[src/rtl/inst_queue.sv]
// inst_queue: decoupling FIFO between the instruction fetcher and decode.
// Buffers (inst, pc) pairs and presents the oldest pair on ID_*.
// IF_full is raised one entry early so that a push already in flight and a
// push decided in the IF_full=0 cycle can both still land.
// A ROB redirect (ROB_is_jump) discards everything buffered.
// Optional feature macro: INST_QUEUE_BYPASS_EN. When it is defined, an empty
// queue forwards the fetcher's pair straight to ID_* in the same cycle.
module inst_queue #(
  parameter int DEPTH  = 16,
  parameter int ADDR_W = 4
) (
  input  logic        clk,
  input  logic        rst,
  input  logic        rdy,
  input  logic        IF_inst_valid,
  input  logic [31:0] IF_inst,
  input  logic [31:0] IF_pc,
  output logic        IF_full,
  input  logic        ID_ready,
  output logic        ID_inst_valid,
  output logic [31:0] ID_inst,
  output logic [31:0] ID_pc,
  input  logic        ROB_is_jump
);

  localparam logic [ADDR_W:0] LP_DEPTH    = (ADDR_W+1)'(DEPTH);
  localparam logic [ADDR_W:0] LP_DEPTH_M1 = (ADDR_W+1)'(DEPTH - 1);

  logic [31:0]     r_inst_mem [DEPTH];
  logic [31:0]     r_pc_mem   [DEPTH];
  logic [ADDR_W-1:0] r_head;
  logic [ADDR_W-1:0] r_tail;
  logic [ADDR_W:0]   r_count;

  logic w_not_empty;
  logic w_flush;
  logic w_push;
  logic w_pop;
  logic w_bypass_take;

  assign w_not_empty = (r_count != '0);
  assign w_flush     = rdy & ROB_is_jump;
  // Pop only ever consumes a stored entry; a bypassed entry never occupies a slot.
  assign w_pop       = rdy & w_not_empty & ID_ready & ~ROB_is_jump;

`ifdef INST_QUEUE_BYPASS_EN
  logic w_bypass;
  assign w_bypass      = rdy & IF_inst_valid & ~ROB_is_jump & ~w_not_empty;
  assign w_bypass_take = w_bypass & ID_ready;
  assign ID_inst_valid = (rdy & w_not_empty) | w_bypass;
  assign ID_inst       = w_bypass ? IF_inst : r_inst_mem[r_head];
  assign ID_pc         = w_bypass ? IF_pc   : r_pc_mem[r_head];
`else
  assign w_bypass_take = 1'b0;
  assign ID_inst_valid = rdy & w_not_empty;
  assign ID_inst       = r_inst_mem[r_head];
  assign ID_pc         = r_pc_mem[r_head];
`endif

  // A push at count == DEPTH is dropped, and a bypass-consumed entry is not stored.
  assign w_push  = rdy & IF_inst_valid & ~ROB_is_jump & (r_count != LP_DEPTH) & ~w_bypass_take;
  assign IF_full = (r_count >= LP_DEPTH_M1);

  // Storage write at the tail; contents are never cleared.
  always_ff @(posedge clk) begin
    if (!rst && w_push) begin
      r_inst_mem[r_tail] <= IF_inst;
      r_pc_mem[r_tail]   <= IF_pc;
    end
  end

  // Pointer and occupancy update; reset beats flush, flush beats push/pop.
  always_ff @(posedge clk) begin
    if (rst) begin
      r_head  <= '0;
      r_tail  <= '0;
      r_count <= '0;
    end else if (w_flush) begin
      r_head  <= '0;
      r_tail  <= '0;
      r_count <= '0;
    end else begin
      if (w_push) r_tail <= r_tail + ADDR_W'(1);
      if (w_pop)  r_head <= r_head + ADDR_W'(1);
      case ({w_push, w_pop})
        2'b10:   r_count <= r_count + (ADDR_W+1)'(1);
        2'b01:   r_count <= r_count - (ADDR_W+1)'(1);
        default: r_count <= r_count;
      endcase
    end
  end

endmodule
[config.mk]
export PLATFORM = sky130hd
export DESIGN_NAME = inst_queue
export DESIGN_NICKNAME = d
export VERILOG_FILES = /design/src/rtl/inst_queue.sv
export SDC_FILE = /design/constraint.sdc
export NUM_CORES = 1
export LEC_CHECK = 0
export ABC_AREA = 1
export CAP_MARGIN = 40
export CORE_MARGIN = 10
export CORE_UTILIZATION = 50
export CTS_CLUSTER_DIAMETER = 100
export DETAILED_ROUTE_END_ITERATION = 16
export GPL_TIMING_DRIVEN = 0
export PLACE_DENSITY = 0.67
export SYNTH_ARGS = -nofsm -noshare
export SYNTH_HDL_FRONTEND = slang
export SYNTH_SLANG_ARGS = --single-unit
[constraint.sdc]
create_clock -name clk -period 9.66 [get_ports clk]
set_input_delay 1.932 -clock clk [delete_from_list [all_inputs] [get_ports clk]]
set_output_delay 1.932 -clock clk [all_outputs]
set_load 0.01 [all_outputs]
Yosys cells after proc, flatten, opt, wreduce, memory -nomap -nowiden
Memory sizes are Yosys's and may differ from the RTL's. A register that Yosys moved wholly into a read port is not among the register bits.
Cells that the tools add are included.
{"block": "classes", "n_reduce_logical": 5, "n_eq_ne": 3, "magnitude_cmp": 1, "addsub": 4, "mux": 7, "bitwise_logic": 8}
{"op": "$mux 4", "count": 4}
{"op": "$pmux 5 s2", "count": 1}
{"op": "$add 4x1->4 const B", "count": 2}
{"op": "$and 1x1->1", "count": 7}
{"op": "$add 5x1->5 const B", "count": 1}
{"op": "$ge 5x4->1 const B", "count": 1}
{"op": "$ne 5x5->1 const B", "count": 1}
{"op": "$reduce_bool 5->1", "count": 1}
{"op": "$sub 5x1->5 const B", "count": 1}
{"op": "$eq 2x1->1 const B", "count": 1}
{"op": "$eq 2x2->1 const B", "count": 1}
{"op": "$mux 1", "count": 2}
{"op": "$reduce_bool 2->1", "count": 1}
{"op": "$reduce_or 2->1", "count": 1}
{"op": "$logic_and 1x1->1", "count": 1}
{"op": "$logic_not 1->1", "count": 1}
{"op": "$not 1->1", "count": 1}
{"block": "totals", "ram_bits": 1024, "n_memories": 2, "reg_bits": 13, "word_cells": 33}
{"memory": "r_inst_mem", "depth": 16, "word_bits": 32, "read_ports": 1, "rd_clocked_by_memory_dff": 1, "write_ports": 1, "line": "29", "source": "logic [31:0] r_inst_mem [DEPTH];"}
{"memory": "r_pc_mem", "depth": 16, "word_bits": 32, "read_ports": 1, "rd_clocked_by_memory_dff": 1, "write_ports": 1, "line": "30", "source": "logic [31:0] r_pc_mem [DEPTH];"}

Logic depth before layout (Yosys ltp)
Gate-level depths: netlist of run 1.
{"block": "depth", "depth_word": 6, "depth_mapped": 16, "mapped_depth_nobuf": 15}

Least setup slack after synthesis of run 1
OpenSTA, ideal clock, no wires.
{"block": "synth_timing", "path_type": "input port to flip-flop", "start": "input port IF_inst_valid", "end": "memory r_inst_mem[11][0], enable pin", "n_path_buf": 0, "path_stages": 6, "t_required_ns": 9.095, "setup_ns": 0.565, "slack_ns": 2.374, "arrival_time_ns": 6.721, "path_cell_list": "nand2_1 > nor2_1 > nand2_2 > inv_2 > nand2_1 > nor3_1"}
{"block": "synth_via", "elab_chain_len": 6}
{"element": "start: declaration", "line": "15", "source": "input logic IF_inst_valid,"}
{"element": "$and 1x1->1 (3 in a row)", "line": "61", "source": "assign w_push = rdy & IF_inst_valid & ~ROB_is_jump & (r_count != LP_DEPTH) & ~w_bypass_take;"}
{"element": "$logic_and 1x1->1", "line": "66", "source": "if (!rst && w_push) begin"}
{"element": "$mux 1", "line": "66"}
{"element": "$mux 1 (implied by the code)", "line": "67", "source": "r_inst_mem[r_tail] <= IF_inst;"}
{"element": "end: declaration", "line": "29"}
Every way passes these cells.

==> impl_metrics.ini, run 1 <==
[power_and_ir_drop]
power_leakage_nw = 16.0
power.density_nw_per_um2 = 189
power_mw = 9.26
peakVddDrop_v = 0.000164

[routing]
drc_errors = 0
first_pass_iters = 6
wl_um = 117000
drt_iter0_drc = 3058
ant_nets = 0
via_count = 25900
routed_via_density = 6.00
routedWlPerCell_um = 27.2

[sta]
fmax_mhz = 180
period_needed_ns = 5.57
finalSetupTns_ns = 0
timing.final.ws_setup_ns = 4.09
worst_slew_pin_slew_ns = 0.933
setup_viol = 0
slew_viol_final = 0
fin_crit_sh = 0.576
timing.slew.headroom = 0.378
final_hold_viol_count = 0
finClkSkew_ns = 0.0227
rsz0062_at_grt = false

[global_routing]
grt_max_degree = 24
grt_pass1_vias = 26100
gr-usage-all-layers = 0.242
grt_pass1_wl_um = 170000
overflow = 0
antenna_found_initial = 7

[die]
die_x_um = 308
core-area_sq_um = 82200
die-area_sq_um = 95100
rows = 105
io_pins = 136
die_y_um = 308
start_util = 0.506

[worst_setup_path]
regToRegStartpoint = r_count[1]$_SDFFE_PP0P_
worstPathArrival_ns = 3.63
crit_fanout = 10
end_kind = primary output
reg2reg_to = r_inst_mem[15][20]$_DFFE_PP_
critPathKind = reg -> out
start_kind = flop
reg2reg_slack_ns = 6.67
cp-endpoint = ID_pc[29]
reg2reg_depth = 11
required_ns = 7.73

[run_status]
status = completed

[placed_design]
place_ws_ns = 4.62
dp_hpwl_um = 78000
gp_congestion = 0.837
port_buffers = 135

[logic_synthesis]
synth_ff_type = edfxtp_1
synth_edf_count = 1024
async_flop_share = 0
synth_area_leaders = edfxtp_1 (74%), mux2i_1 (6.2%), o211ai_1 (4.6%)
ys_seq_area_frac = 0.748
yosys_register_bits = 1041
synth.most_common_cell = edfxtp_1
netlist_area_sq_um = 41600
yosysWarnings = 0
netlist_top_cells_count = edfxtp_1 (1024), inv_1 (275), o21ai_0 (267)
synth_top_area_share = 0.740
synth_nets = 2908
synth_cell_type_count = 24
yosysTopAreaCell = edfxtp_1
synthesis.area_per_instance_sq_um = 14.7
netlist_instances = 2831

[cts]
cts_tree = done
worst_skew_pair.late_latency_ns = 0.67
numCtsBuffers = 105
hold_buffers = 0
cts_setup_buffers = 0
cts_max_path_buffers = 3
cts_max_level = 3
cts_root_buf = clkbuf_16
clkTransAtPathRegs_ns = 0.06
clock_sink_count = 1041
cts_resized = 0

[finish]
layout-drive-gt1-share = 0.106
final_core_util = 0.596
multiInputGateArea_sq_um = 8600
fillers = 6118
syn_to_final_growth_pct = 17.9
regArea_sq_um = 31100
layout.nets = 3233

[min_path]
worstHoldPathType = reg -> reg
hp-start = r_head[2]$_SDFFE_PP0P_

[job]
maxCapViolations = 0
-- registers in the layout, indices dropped and copies added (netlist names), named ones only --
register    count
r_inst_mem    512
r_pc_mem      512
r_count         5
r_head          4
r_tail          4
-- worst min-delay path by stage --
stage / end / depth (start not counted)
floorplan: flop / 2
global placement: r_head[2]$_SDFFE_PP0P_ / 2
detailed placement: flop / 2
CTS: flop / 2
global route: flop / 2
finish: flop / 2
-- routing by layer --
metal / GRT usage / vias up / routed length (um)
li1: - / 11300 / -
met1: 0.308 / 13000 / 45100
met2: 0.409 / 1284 / 58000
met3: 0.0480 / 254 / 10000
met4: 0.0869 / 12 / 3930
met5: 0 / - / 90
-- kinds of logic (layout without fill, tap and decap cells) --
logic type               after synthesis  count (layout)  synth area share
AND/OR/NAND/NOR                      214             214            0.0222
other                                  0               1                 0
AO/OA/AOI/OAI                        846             846             0.117
multiplexers                         256             256            0.0616
XOR/XNOR                               5               5           0.00105
buffers and inverters                462             876            0.0480
flip-flops                          1041            1041             0.748
adder cells (fa/ha/maj)                7               7           0.00211
-- through the flow --
| stage | cells | area, sq um | hold WS, ns |
|---|---|---|---|
| CTS | 4315 | 49000 | 0.503 |
| global placement | 4036 | 44300 | 0.467 |
| finish | 4316 | 49000 | 0.506 |
| detailed placement | 4119 | 45600 | 0.493 |
| global route | 4316 | 49000 | 0.530 |
| floorplan | 2831 | 41600 | 0.456 |
-- power by group --
group | leakage (nW) | internal, mW | total, mW | switching (mW)
sequential | 9.34 | 4.97 | 4.97 | 0.00383
combinational | 5.02 | 0.115 | 0.326 | 0.211
clock | 1.64 | 2.27 | 3.96 | 1.70
-- area by class of cell --
class	instances	area share
repair buffers	218	0.0533
clock inverters	74	0.0128
multi-input cells	1328	0.176
flip-flops and latches	1041	0.634
clock buffers	122	0.0558
plain buffers	184	0.0194
diodes	1	0.0000511
inverters	278	0.0213
well taps	1070	0.0273
-- critical path, cell delays in order (launching register included) --
cell	delay, ns
dfxtp_1	0.35
buf_2	0.18
inv_1	0.18
buf_4	0.32
buf_2	0.48
buf_2	0.36
o211ai_1	0.16
o211ai_1	0.18
nand2_1	0.20
clkdlybuf4s50_1	0.53
-- placed cells by master, fill, tap and decap left out, types with 12 or more instances in the layout --
master           netlist  routed
clkinv_1               0      35
dfxtp_1               17      17
edfxtp_1            1024    1024
buf_2                 61      61
nor2_1                35      23
clkinv_2               0      17
buf_6                 14      30
a21oi_1              264     264
mux2i_1              256     256
clkbuf_16              0     107
clkbuf_1              77      92
nand3_1               75      75
o21ai_0              267     267
o211ai_1             256     256
buf_12                 0      25
o21ai_1               59      59
clkdlybuf4s50_1        0     135
inv_1                275     275
nand2_1               91      91
nor2_4                 0      12
buf_4                 21      46
(Power assumes the default switching activity.)
==> run 2, diff against run 1 <==
--- a/config.mk
+++ b/config.mk
@@ -12,7 +12,7 @@
 export CTS_CLUSTER_DIAMETER = 100
 export DETAILED_ROUTE_END_ITERATION = 16
 export GPL_TIMING_DRIVEN = 0
-export PLACE_DENSITY = 0.67
+export PLACE_DENSITY = 0.7
 export SYNTH_ARGS = -nofsm -noshare
 export SYNTH_HDL_FRONTEND = slang
 export SYNTH_SLANG_ARGS = --single-unit
==> constraint.sdc (replaced) <==
create_clock -name clk -period 5.1 [get_ports clk]
set_input_delay 1.02 -clock clk [delete_from_list [all_inputs] [get_ports clk]]
set_output_delay 1.02 -clock clk [all_outputs]
set_load 0.01 [all_outputs]
==> run 2 against run 1 <==
Effect of this change:
- first-iteration DRC count is 6.7% higher
- hold slack got worse by 0.0047 ns
- final cell count decreased by 0.19%
- combinational power grew 89%
- critical path depth down 1
- clock skew fell by 0.0054 ns
- routed wire length is 1.3% lower
- design area decreased by 0.11%
- power rose by 90%
- utilization shrank 0.065 points
- register-to-register slack got worse by 4.6 ns
- sequential power is 90% higher
==> impl_metrics.ini, run 2 (synthesis results as in run 1) <==
[power_and_ir_drop]
power.density_nw_per_um2 = 359
peakVddDrop_v = 0.000291
switchingPower_mw = 3.60
swShare = 0.205
combinationalPowerShare = 0.035
clkPwrFrac = 0.429
seqPwrFrac = 0.536
power_leakage_nw = 16.0
power_mw = 17.6
power.internal_mw = 14.0

[placed_design]
place_ws_ns = 1.08
dp_cells = 4117
gp_congestion = 0.849
port_buffers = 135
dp_hpwl_um = 76700

[global_routing]
antenna_found_initial = 8
overflow = 0
grt_pass1_vias = 25800
grt_pass1_wl_um = 167000
gr-usage-all-layers = 0.238
grt_max_degree = 24

[die]
rows = 105
start_util = 0.506
die_y_um = 308
core-area_sq_um = 82200
die_x_um = 308
die-area_sq_um = 95100
io_pins = 136

[routing]
routedWlPerCell_um = 26.9
first_pass_iters = 6
via_count = 26200
ant_nets = 0
wl_um = 116000
drc_errors = 0
drt_iter0_drc = 3262
routed_via_density = 6.08

[cts]
cts_max_level = 3
cts_resized = 0
numCtsBuffers = 102
cts_max_path_buffers = 3
cts_setup_buffers = 0
clock_sink_count = 1041
worst_skew_pair.late_latency_ns = 0.68
clkTransAtPathRegs_ns = 0.07
hold_buffers = 0
cts_tree = done
cts_root_buf = clkbuf_16

[sta]
slew_viol_final = 0
timing.slew.headroom = 0.358
rsz0062_at_grt = false
fmax_mhz = 210
setup_viol = 0
fin_worst_hold_slack_ns = 0.501
fin_crit_sh = 0.933
finClkSkew_ns = 0.0173
worst_slew_pin_slew_ns = 0.962
final_hold_viol_count = 0
period_needed_ns = 4.76
timing.final.ws_setup_ns = 0.342

[worst_setup_path]
end_kind = primary output
start_kind = flop
cp_slowest_cell = clkbuf_1
critPathKind = reg -> out
cpPeakStageDelay_ns = 0.59
crit_fanout = 10
required_ns = 4.08
reg2reg_depth = 10
worstPathArrival_ns = 3.74
crit_chain = clkbuf_1 > buf_6 > clkbuf_1 > o21ai_0 > o211ai_1 > o211ai_1 > nand2_1 > clkdlybuf4s50_1

[finish]
layout-drive-gt1-share = 0.108
final_cells = 4308
syn_to_final_growth_pct = 17.7
layout.nets = 3228
reg_top3 = r_inst_mem: 512 flops, r_pc_mem: 512 flops, r_count: 5 flops
mostFrequentLayoutCell = edfxtp_1
final_cell_mix = edfxtp_1 (1024), inv_1 (275), o21ai_0 (267), a21oi_1 (264)

[job]
maxCapViolations = 0

[min_path]
worstHoldPathType = reg -> reg
hold_path_depth = 2

[run_status]
status = completed
## run 2: cell type report
cell class	count	area, sq um
flip-flops and latches	1041	31100
plain buffers	184	951
repair buffers	216	2560
clock inverters	71	743
fillers	6015	33300
well taps	1070	1340
diodes	2	5.00
multi-input cells	1328	8600
inverters	278	1040
clock buffers	118	2610
## run 2: layer usage
metal  vias to the layer above  share of wire  global-route usage
met1                     13100           0.38               0.305
met4                        12          0.036              0.0866
met5                         -        0.00060                   0
li1                      11300              -                   -
met2                      1477           0.49               0.395
met3                       274          0.099              0.0539
## run 2: power groups by stage
stage          sequential [mW]  clock [mW]  combinational, mW
6_report                  9.42        7.54              0.617
5_1_grt                   9.41        7.93              0.660
4_1_cts                   9.42        7.57              0.613
3_5_place_dp              9.60           0              0.610
3_3_place_gp              9.60           0              0.579
2_1_floorplan             9.60           0              0.262
## run 2: final timing paths
kind,endpoint,startpoint,slack [ns]
max reg2reg,r_inst_mem[11][16]$_DFFE_PP_,r_count[1]$_SDFFE_PP0P_,2.09
min,flop,r_head[2]$_SDFFE_PP0P_,0.50
max,ID_inst[25],flop,0.34
min reg2reg,flop,r_head[2]$_SDFFE_PP0P_,0.50
## run 2: through the flow
| stage | cell area, sq um | setup TNS (ns) | utilization |
|---|---|---|---|
| 6_report | 48900 | 0 | 0.595 |
| 4_1_cts | 48900 | 0 | 0.595 |
| 5_1_grt | 48900 | 0 | 0.595 |
| 3_3_place_gp | 44300 | -4308.06 | 0.538 |
| 3_5_place_dp | 45600 | 0 | 0.554 |
| 2_1_floorplan | 41600 | -326.25 | - |
## run 2: critical path, delay by kind of cell (launching register included)
family,cells,cell delay (ns)
AOI/OAI and AO/OA,3,0.53
buffers and inverters,4,1.95
and+or+nand+nor,1,0.19
DFF,1,0.39
